### config.mk
export PLATFORM = sky130hd
export DESIGN_NAME = instruction_issuer
export DESIGN_NICKNAME = d
export VERILOG_FILES = /design/src/rtl/ipu_isa_pkg.sv /design/src/rtl/issue_timer.sv /design/src/rtl/instruction_issuer.sv
export SDC_FILE = /design/constraint.sdc
export NUM_CORES = 1
export LEC_CHECK = 0
export ABC_AREA = 0
export CAP_MARGIN = 5
export CORE_MARGIN = 10
export CORE_UTILIZATION = 47
export DETAILED_ROUTE_END_ITERATION = 6
export PLACE_DENSITY = 0.86
export SLEW_MARGIN = 25
export SYNTH_ARGS = -nofsm -noshare
export SYNTH_HDL_FRONTEND = slang
export SYNTH_HIERARCHICAL = 1
export SYNTH_SLANG_ARGS = --single-unit
### constraint.sdc
create_clock -name clk -period 6.33 [get_ports clk]
set_input_delay 1.266 -clock clk [delete_from_list [all_inputs] [get_ports clk]]
set_output_delay 1.266 -clock clk [all_outputs]
set_load 0.02 [all_outputs]
### src/rtl/ipu_isa_pkg.sv
// Shared ISA constants and sequencing types for the image-processing unit.
// Provides the 4-bit opcode map, the instruction issuer state encoding and
// small helpers used to classify opcodes and size counters.
package ipu_isa_pkg;

  localparam logic [3:0] READ         = 4'b0001;
  localparam logic [3:0] WRITE        = 4'b0010;
  localparam logic [3:0] CONV         = 4'b0011;
  localparam logic [3:0] CONV_TRSP    = 4'b0100;
  localparam logic [3:0] CONV_ROB     = 4'b0101;
  localparam logic [3:0] B2G          = 4'b0110;
  localparam logic [3:0] CONVERT_GREY = 4'b1100;
  localparam logic [3:0] PHOTO_CONV   = 4'b1110;
  localparam logic [3:0] READ_IMAGE   = 4'b1111;

  typedef enum logic [2:0] {
    IDLE,
    ISSUE,
    WAIT_ACK,
    WAIT_DONE,
    RD_LAT,
    HOLD,
    CAPTURE,
    RESPOND
  } issuer_state_t;

  // Level-triggered opcodes are held on the bus instead of being pulsed.
  function automatic logic is_level_op(input logic [3:0] op);
    return (op == PHOTO_CONV) || (op == CONVERT_GREY);
  endfunction

  // Opcodes that complete without an activate pulse.
  function automatic logic is_silent_op(input logic [3:0] op);
    return is_level_op(op) || (op == READ_IMAGE);
  endfunction

  function automatic int unsigned max3(input int unsigned a,
                                       input int unsigned b,
                                       input int unsigned c);
    int unsigned m;
    m = a;
    if (b > m) m = b;
    if (c > m) m = c;
    return m;
  endfunction

endpackage

### src/rtl/issue_timer.sv
// Loadable down-counter shared by all timed states of the issuer.
// Ports:
//   clk, reset  - clock and synchronous active-high reset (count -> 0)
//   load        - load load_value (has priority over enable)
//   load_value  - count to load
//   enable      - decrement by one, saturating at zero
//   terminal    - high while the count is 1, i.e. the last counted cycle
module issue_timer #(
  parameter int unsigned WIDTH = 11
) (
  input  logic             clk,
  input  logic             reset,
  input  logic             load,
  input  logic [WIDTH-1:0] load_value,
  input  logic             enable,
  output logic             terminal
);

  logic [WIDTH-1:0] count;

  always_ff @(posedge clk) begin
    if (reset) begin
      count <= '0;
    end else if (load) begin
      count <= load_value;
    end else if (enable && (count != '0)) begin
      count <= count - 1'b1;
    end
  end

  assign terminal = (count == WIDTH'(1));

endmodule

### src/rtl/instruction_issuer.sv
// Accepts one instruction word at a time, issues it to the coprocessor,
// tracks completion (ack/busy handshake, fixed read latency or fixed hold
// time) and returns a single response word, flagging timeouts.
// Ports:
//   clk, reset                - clock, synchronous active-high reset
//   cmd_valid/cmd_ready/cmd_data - command handshake; opcode in cmd_data[3:0]
//   instruction               - word driven to the coprocessor (0 when idle)
//   activate_signal           - bit0 one-cycle activate pulse, bit1 always 0
//   wait_signal               - coprocessor busy
//   data_read                 - coprocessor / image memory read data
//   rsp_valid/rsp_ready/rsp_data/rsp_err - response handshake, err = timeout
//   busy                      - high whenever not idle
module instruction_issuer
  import ipu_isa_pkg::*;
#(
  parameter int unsigned TIMEOUT_CYCLES = 1024,
  parameter int unsigned READ_LATENCY   = 2,
  parameter int unsigned HOLD_CYCLES    = 4
) (
  input  logic        clk,
  input  logic        reset,
  input  logic        cmd_valid,
  input  logic [31:0] cmd_data,
  output logic        cmd_ready,
  output logic [31:0] instruction,
  output logic [1:0]  activate_signal,
  input  logic        wait_signal,
  input  logic [31:0] data_read,
  output logic        rsp_valid,
  output logic [31:0] rsp_data,
  output logic        rsp_err,
  input  logic        rsp_ready,
  output logic        busy
);

  localparam int unsigned ACK_WINDOW = 2;
  localparam int unsigned CNT_MAX =
    max3(max3(TIMEOUT_CYCLES, READ_LATENCY, HOLD_CYCLES), ACK_WINDOW, 1);
  localparam int unsigned CNT_W = $clog2(CNT_MAX + 1);

  issuer_state_t state;
  logic [31:0]   instr_reg;
  logic [3:0]    opcode;

  logic             tmr_load;
  logic [CNT_W-1:0] tmr_value;
  logic             tmr_enable;
  logic             tmr_terminal;

  // instr_reg is cleared on return to IDLE, so it doubles as the bus value.
  assign instruction = instr_reg;
  assign opcode      = instr_reg[3:0];

  issue_timer #(.WIDTH(CNT_W)) u_timer (
    .clk        (clk),
    .reset      (reset),
    .load       (tmr_load),
    .load_value (tmr_value),
    .enable     (tmr_enable),
    .terminal   (tmr_terminal)
  );

  // Each timed state gets its count loaded on the cycle before it is entered.
  always_comb begin
    tmr_load   = 1'b0;
    tmr_value  = '0;
    tmr_enable = 1'b0;
    case (state)
      ISSUE: begin
        tmr_load = 1'b1;
        if (opcode == READ_IMAGE)  tmr_value = CNT_W'(READ_LATENCY);
        else if (is_level_op(opcode)) tmr_value = CNT_W'(HOLD_CYCLES);
        else                       tmr_value = CNT_W'(ACK_WINDOW);
      end
      WAIT_ACK: begin
        if (wait_signal) begin
          tmr_load  = 1'b1;
          tmr_value = CNT_W'(TIMEOUT_CYCLES);
        end else begin
          tmr_enable = 1'b1;
        end
      end
      WAIT_DONE: tmr_enable = wait_signal;
      RD_LAT:    tmr_enable = 1'b1;
      HOLD:      tmr_enable = 1'b1;
      default:   ;
    endcase
  end

  always_ff @(posedge clk) begin
    if (reset) begin
      state           <= IDLE;
      instr_reg       <= '0;
      cmd_ready       <= 1'b1;
      activate_signal <= '0;
      rsp_valid       <= 1'b0;
      rsp_data        <= '0;
      rsp_err         <= 1'b0;
      busy            <= 1'b0;
    end else begin
      activate_signal <= '0;
      case (state)
        IDLE: begin
          if (cmd_valid && cmd_ready) begin
            instr_reg <= cmd_data;
            cmd_ready <= 1'b0;
            busy      <= 1'b1;
            state     <= ISSUE;
            // Registered pulse: asserted for the single ISSUE cycle.
            if (!is_silent_op(cmd_data[3:0])) activate_signal <= 2'b01;
          end
        end
        ISSUE: begin
          if (opcode == READ_IMAGE)      state <= RD_LAT;
          else if (is_level_op(opcode))  state <= HOLD;
          else                           state <= WAIT_ACK;
        end
        WAIT_ACK: begin
          if (wait_signal)       state <= WAIT_DONE;
          else if (tmr_terminal) state <= CAPTURE;
        end
        WAIT_DONE: begin
          if (!wait_signal) begin
            state <= CAPTURE;
          end else if (tmr_terminal) begin
            rsp_data  <= '0;
            rsp_err   <= 1'b1;
            rsp_valid <= 1'b1;
            state     <= RESPOND;
          end
        end
        RD_LAT: begin
          if (tmr_terminal) state <= CAPTURE;
        end
        HOLD: begin
          if (tmr_terminal) begin
            rsp_data  <= '0;
            rsp_err   <= 1'b0;
            rsp_valid <= 1'b1;
            state     <= RESPOND;
          end
        end
        CAPTURE: begin
          rsp_data  <= (opcode == READ) ? {16'h0, data_read[15:0]} : data_read;
          rsp_err   <= 1'b0;
          rsp_valid <= 1'b1;
          state     <= RESPOND;
        end
        RESPOND: begin
          if (rsp_ready) begin
            rsp_valid <= 1'b0;
            cmd_ready <= 1'b1;
            busy      <= 1'b0;
            instr_reg <= '0;
            state     <= IDLE;
          end
        end
        default: state <= IDLE;
      endcase
    end
  end

endmodule

# == After elaboration in Yosys (flattened, before gate mapping) ==
# Index checks and enable logic that the tools add are counted.
# word_totals
ff_bits,84
inputBits,69
output_inout_bits,70
wordCells,90
# op_classes
eq_ne,20
n_addsub,1
n_bitwise,2
n_mux,40
n_reduce_logical,18
# ops
op,count
2-to-1 mux 32 bit,5
one-hot mux 32 bit (3 select lines),1
one-hot mux 32 bit (2 select lines),1
2-to-1 mux 11 bit,3
2-to-1 mux 3 bit,10
equality test 4 bit (second input constant),6
one-hot mux 3 bit (8 select lines),1
one-hot mux 11 bit (2 select lines),1
equality test 3 bit (second input constant),4
2-to-1 mux 1 bit,12
equality test 11 x 1 -> 1 bit (second input constant),1
nonzero test 11 bit,1
subtractor 11 x 1 -> 11 bit (second input constant),1
!= test 2 bit (second input constant),5
equality test 3 x 2 -> 1 bit (second input constant),2
one-hot mux 1 bit (2 select lines),3
one-hot mux 1 bit (3 select lines),2
AND reduction 3 bit,2
equality test 4 x 1 -> 1 bit (second input constant),1
one-hot mux 1 bit (4 select lines),1
AND reduction 2 bit,2
AND reduction 4 bit,1
nonzero test 2 bit,2
nonzero test 4 bit,1
8 further kinds,12

# == Logic depth before layout (Yosys ltp) ==
# logic_depth
word_depth,6
mapped_depth,9
depth_no_buf,7

# == By module ==
# The synthesis kept the hierarchy.
# modules_own_cells
mod,area_each_um2,n_inst,seq_area_each_um2,cells_per_inst
instruction_issuer,2836.5,1,1441.4,288
issue_timer,668.1,1,220.2,82

# == Least setup slack after synthesis ==
# Ideal clock, no wire load.
# synth_path
kind,input-to-reg
from,in wait_signal
to,reg u_timer.count[5]
path_stages,6
slack_ns,3.495
t_arrival_ns,2.723
t_required_ns,6.218
setup_time_ns,0.112
path_buffers,0
path_cell_list,xor2_1 > o21ai_0 > inv_1 > a41oi_1 > a211oi_1 > a2111oi_1
# synth_via
elab_chain_len,4
elab_cells_between_ends,7
classes_between,5 x mux; 2 x reduce/logical
# synth_rtl
item,line_no,text
from (decl),instruction_issuer.sv:27,"input logic wait_signal,"
2-to-1 mux 1 bit,instruction_issuer.sv:76,if (wait_signal) begin
one-hot mux 1 bit (3 select lines) (*),instruction_issuer.sv:68,case (state)
net tmr_enable,instruction_issuer.sv:47,logic tmr_enable;
logical AND 1 bit (*),issue_timer.sv:26,end else if (enable && (count != '0)) begin
nonzero test 2 bit (no source line) (*),--,
to (signal assigned),issue_timer.sv:25,count <= load_value;
to (signal assigned),issue_timer.sv:27,count <= count - 1'b1;
to (decl),issue_timer.sv:19,logic [WIDTH-1:0] count;
# Mark *: on every way through the listed nets, which the timed path passes. The rest lies on a longest branch.
# A chain may end at the register's enable or synchronous reset.

# == Worst setup path after layout ==
# Ends and elaborated chain as after synthesis.

==> impl_metrics.json <==
{
  "status": "complete, no violations",
  "drt_iter0_markers": 129,
  "fillers": 577,
  "stdcell_area_sq_mm": 0.00516,
  "ios": 139,
  "p_sw_w": 0.000727,
  "synth_top_family_by_area": "compound AO/OA/AOI/OAI gates",
  "yosys.area.top_type": "dfxtp_1",
  "viasPerCell": 5.68,
  "slew_headroom_pct": 34.1,
  "syn_avg_cell_area_sq_um": 9.47,
  "r2r_start": "state[0]",
  "drive_gt1_share_pct": 5.58,
  "clock_sinks": 83,
  "place_ws_ns": 2.53,
  "power.switching_fraction_pct": 37.8,
  "cts_buffers": 9,
  "period_needed_ns": 3.46,
  "rsz0062_at_grt": "false",
  "layout.nets": 568,
  "min_period_over_period_pct": 54.7,
  "cts_tree": "yes",
  "detail_route.first_pass.iterations": 4,
  "synth_cell_types": 49,
  "combPwrFrac_pct": 39.5,
  "layout_setup_ws_ns": 2.87,
  "synth_top_area_share_pct": 47.4,
  "cts_root_buf": "clkbuf_8",
  "routed_wl_um": 10900,
  "cts_setup_buffers": 0,
  "synth_fa_ha_area_share_pct": 1.00,
  "reg2regPathDepth": 4,
  "portBuffers": 137,
  "finalSetupViolations": 0,
  "clk_latency_ns": 0.36,
  "final_cells": 601,
  "overflow": 0,
  "hold_depth": 2,
  "hold_buffers": 0,
  "crit_slowest_cell": "a41oi_1",
  "finalHoldViolCount": 0,
  "die_w_um": 106,
  "grt_pass1_vias": 3400,
  "start_util_pct": 48.3,
  "hp-start": "u_timer/count[10]",
  "synth_area_leaders": "dfxtp_1, and4_1, a22o_1, a31oi_1, nor2_1",
  "yosys.area_share.simple_pct": 22.6,
  "fin_tns_setup_ns": 0,
  "dp_hpwl_um": 7840,
  "synth_mux_area_share_pct": 0,
  "seqPwrFrac_pct": 36.8,
  "cpPeakStageDelay_ns": 0.56,
  "drc": 0,
  "core-area_sq_mm": 0.00725,
  "synthCells": 370,
  "drv_cap": 0,
  "max_clock_freq_mhz": 289,
  "r2r_setup_slack_ns": 3.56,
  "synth-main-ff-cell": "dfxtp_1",
  "clkSlewWorstSetupHoldPaths_ns": 0.08,
  "antenna_found_initial": 0,
  "dp_cells": 585,
  "placed_cell_area_sq_mm": 0.00492,
  "ys_warn_count": 6,
  "hold_path_end": "u_timer/count[10]",
  "cts-htree-levels": 3,
  "synth_compound_area_share_pct": 22.7,
  "place.gp.congestion": 0.883,
  "grt_pass1_wl_um": 17300,
  "synth-edff-count": 0,
  "worst_pin_slew_ns": 0.985,
  "grt_max_degree": 55,
  "ant_nets": 0,
  "wire_per_inst_um": 18.2,
  "track_usage_pct": 18.5,
  "vias": 3412,
  "reg2reg_to": "instruction[8]",
  "fin_skew_ns": 0.00926,
  "critPathLaunchType": "primary input",
  "num_rows": 31,
  "hold_path.class": "reg2reg",
  "die_h_um": 106,
  "async_reset_ff_share_pct": 0,
  "synth-xor-area-share_pct": 0.750,
  "end_kind": "flip-flop",
  "p_leak_nw": 1.88,
  "p_per_area_mw_per_mm2": 373,
  "netlist_area_sq_mm": 0.00350,
  "critical_path_class": "in2reg",
  "ir_drop_mv": 0.251,
  "cts_buffer_depth": 2,
  "p_int_w": 0.00120,
  "required_ns": 6.57,
  "synth_seq_cells": 83,
  "worstPathArrival_ns": 3.70,
  "p_clk_share_pct": 23.7,
  "critical_path.max_fanout": 7,
  "area_delta_synth_final_pct": 47.2,
  "drv_slew": 0,
  "cts_resized": 0,
  "total_power_w": 0.00192,
  "diodes": 0,
  "synth_seq_area_share_pct": 47.4,
  "cp_cell_sequence": "clkdlybuf4s50_1, xor2_1, o21ai_0, inv_1, a41oi_1, a211oi_1, a2111oi_1",
  "dieArea_sq_mm": 0.0113
}
## cells in the final DEF (no fill, tap or decap), types with 4 or more instances in the layout
master             n
a211oi_1           5
a21oi_1            9
a22o_1            32
a31oi_1           34
and4_1            35
buf_4              4
clkbuf_8           9
clkdlybuf4s50_1  136
conb_1             9
dfxtp_1           83
inv_1             10
nand2_1           13
nand2b_1           4
nor2_1            47
nor3_1             8
nor4_1             4
o21ai_0            4
## stage by stage
step	hold WS, ns	utilization, %
floorplan	0.444	-
global placement	0.456	67.6
detailed placement	0.457	67.8
CTS	0.482	71.1
global route	0.494	71.1
finish	0.476	71.1
## routing by layer
metal	global-route usage, %	share of wire, %	vias to the layer above
met2	32.7	51	121
met1	19.5	39	1618
met3	8.39	8.5	14
li1	-	-	1659
met4	4.64	1.5	0
met5	0	0	-
## synthesized netlist by cell type, types with 2 or more instances
cell / number
a221oi_1: 3
a21oi_1: 9
o21ai_0: 4
ha_1: 2
a31oi_1: 34
nand2_1: 13
dfxtp_1: 83
buf_6: 2
and3_1: 2
a311oi_1: 3
or4_1: 3
nor4_1: 4
nand3b_1: 2
nand3_1: 3
inv_1: 10
nand4_1: 2
xnor2_1: 2
o211ai_1: 2
nor3_4: 2
a22o_1: 32
o31ai_1: 2
buf_4: 3
a211o_1: 2
a41oi_1: 2
a211oi_1: 5
nor3_1: 8
nand2b_1: 4
and4_1: 35
buf_2: 2
nor2_1: 47
clkbuf_1: 25
## worst max-delay path by stage
stage,to,cells past startpoint,from,slack (ns)
after floorplan,u_timer/count[5],6,wait_signal,3.50
after global placement,cmd_ready,3,cmd_valid,2.66
after detailed placement,u_timer/count[5],7,wait_signal,2.53
after CTS,u_timer/count[5],7,wait_signal,2.92
after global routing,u_timer/count[5],7,wait_signal,2.61
final,u_timer/count[5],7,wait_signal,2.87
## sequential cells by signal, indices dropped and copies added (netlist names)
register / flops
activate_signal: 1
instruction: 32
rsp_err: 1
busy: 1
rsp_data: 32
cmd_ready: 1
rsp_valid: 1
state: 3
u_timer/count: 11
## critical path, delay by kind of cell
| kind | cells | cell delay (ns) |
|---|---|---|
| compound gates | 4 | 1.60 |
| xor+xnor | 1 | 0.18 |
| buf+inv | 2 | 0.66 |
## final cells by class
class	count	area [sq um]	share of cell area (%)
clock buffer	10	128	2.47
clock inverter	6	113	2.18
inverter	10	37.5	0.728
multi-input combinational	252	1690	32.7
sequential	83	1660	32.2
tap	99	124	2.40
timing repair buffer	141	1410	27.3
## power groups by stage
stage                     registers, W  clock network (W)  logic [W]
after floorplan               0.000749                  0   0.000457
after global placement        0.000714                  0   0.000723
after detailed placement      0.000717                  0   0.000752
after CTS                     0.000707           0.000463   0.000756
after global routing          0.000725           0.000486   0.000836
final                         0.000709           0.000456   0.000760
## logic make-up after synthesis
group,after synthesis
simple gates,131
compound gates,106
flops,83
buf+inv,43
xor+xnor,3
fa+ha+maj,3
other cells,1
No activity file was read; power rests on OpenSTA's default activity.
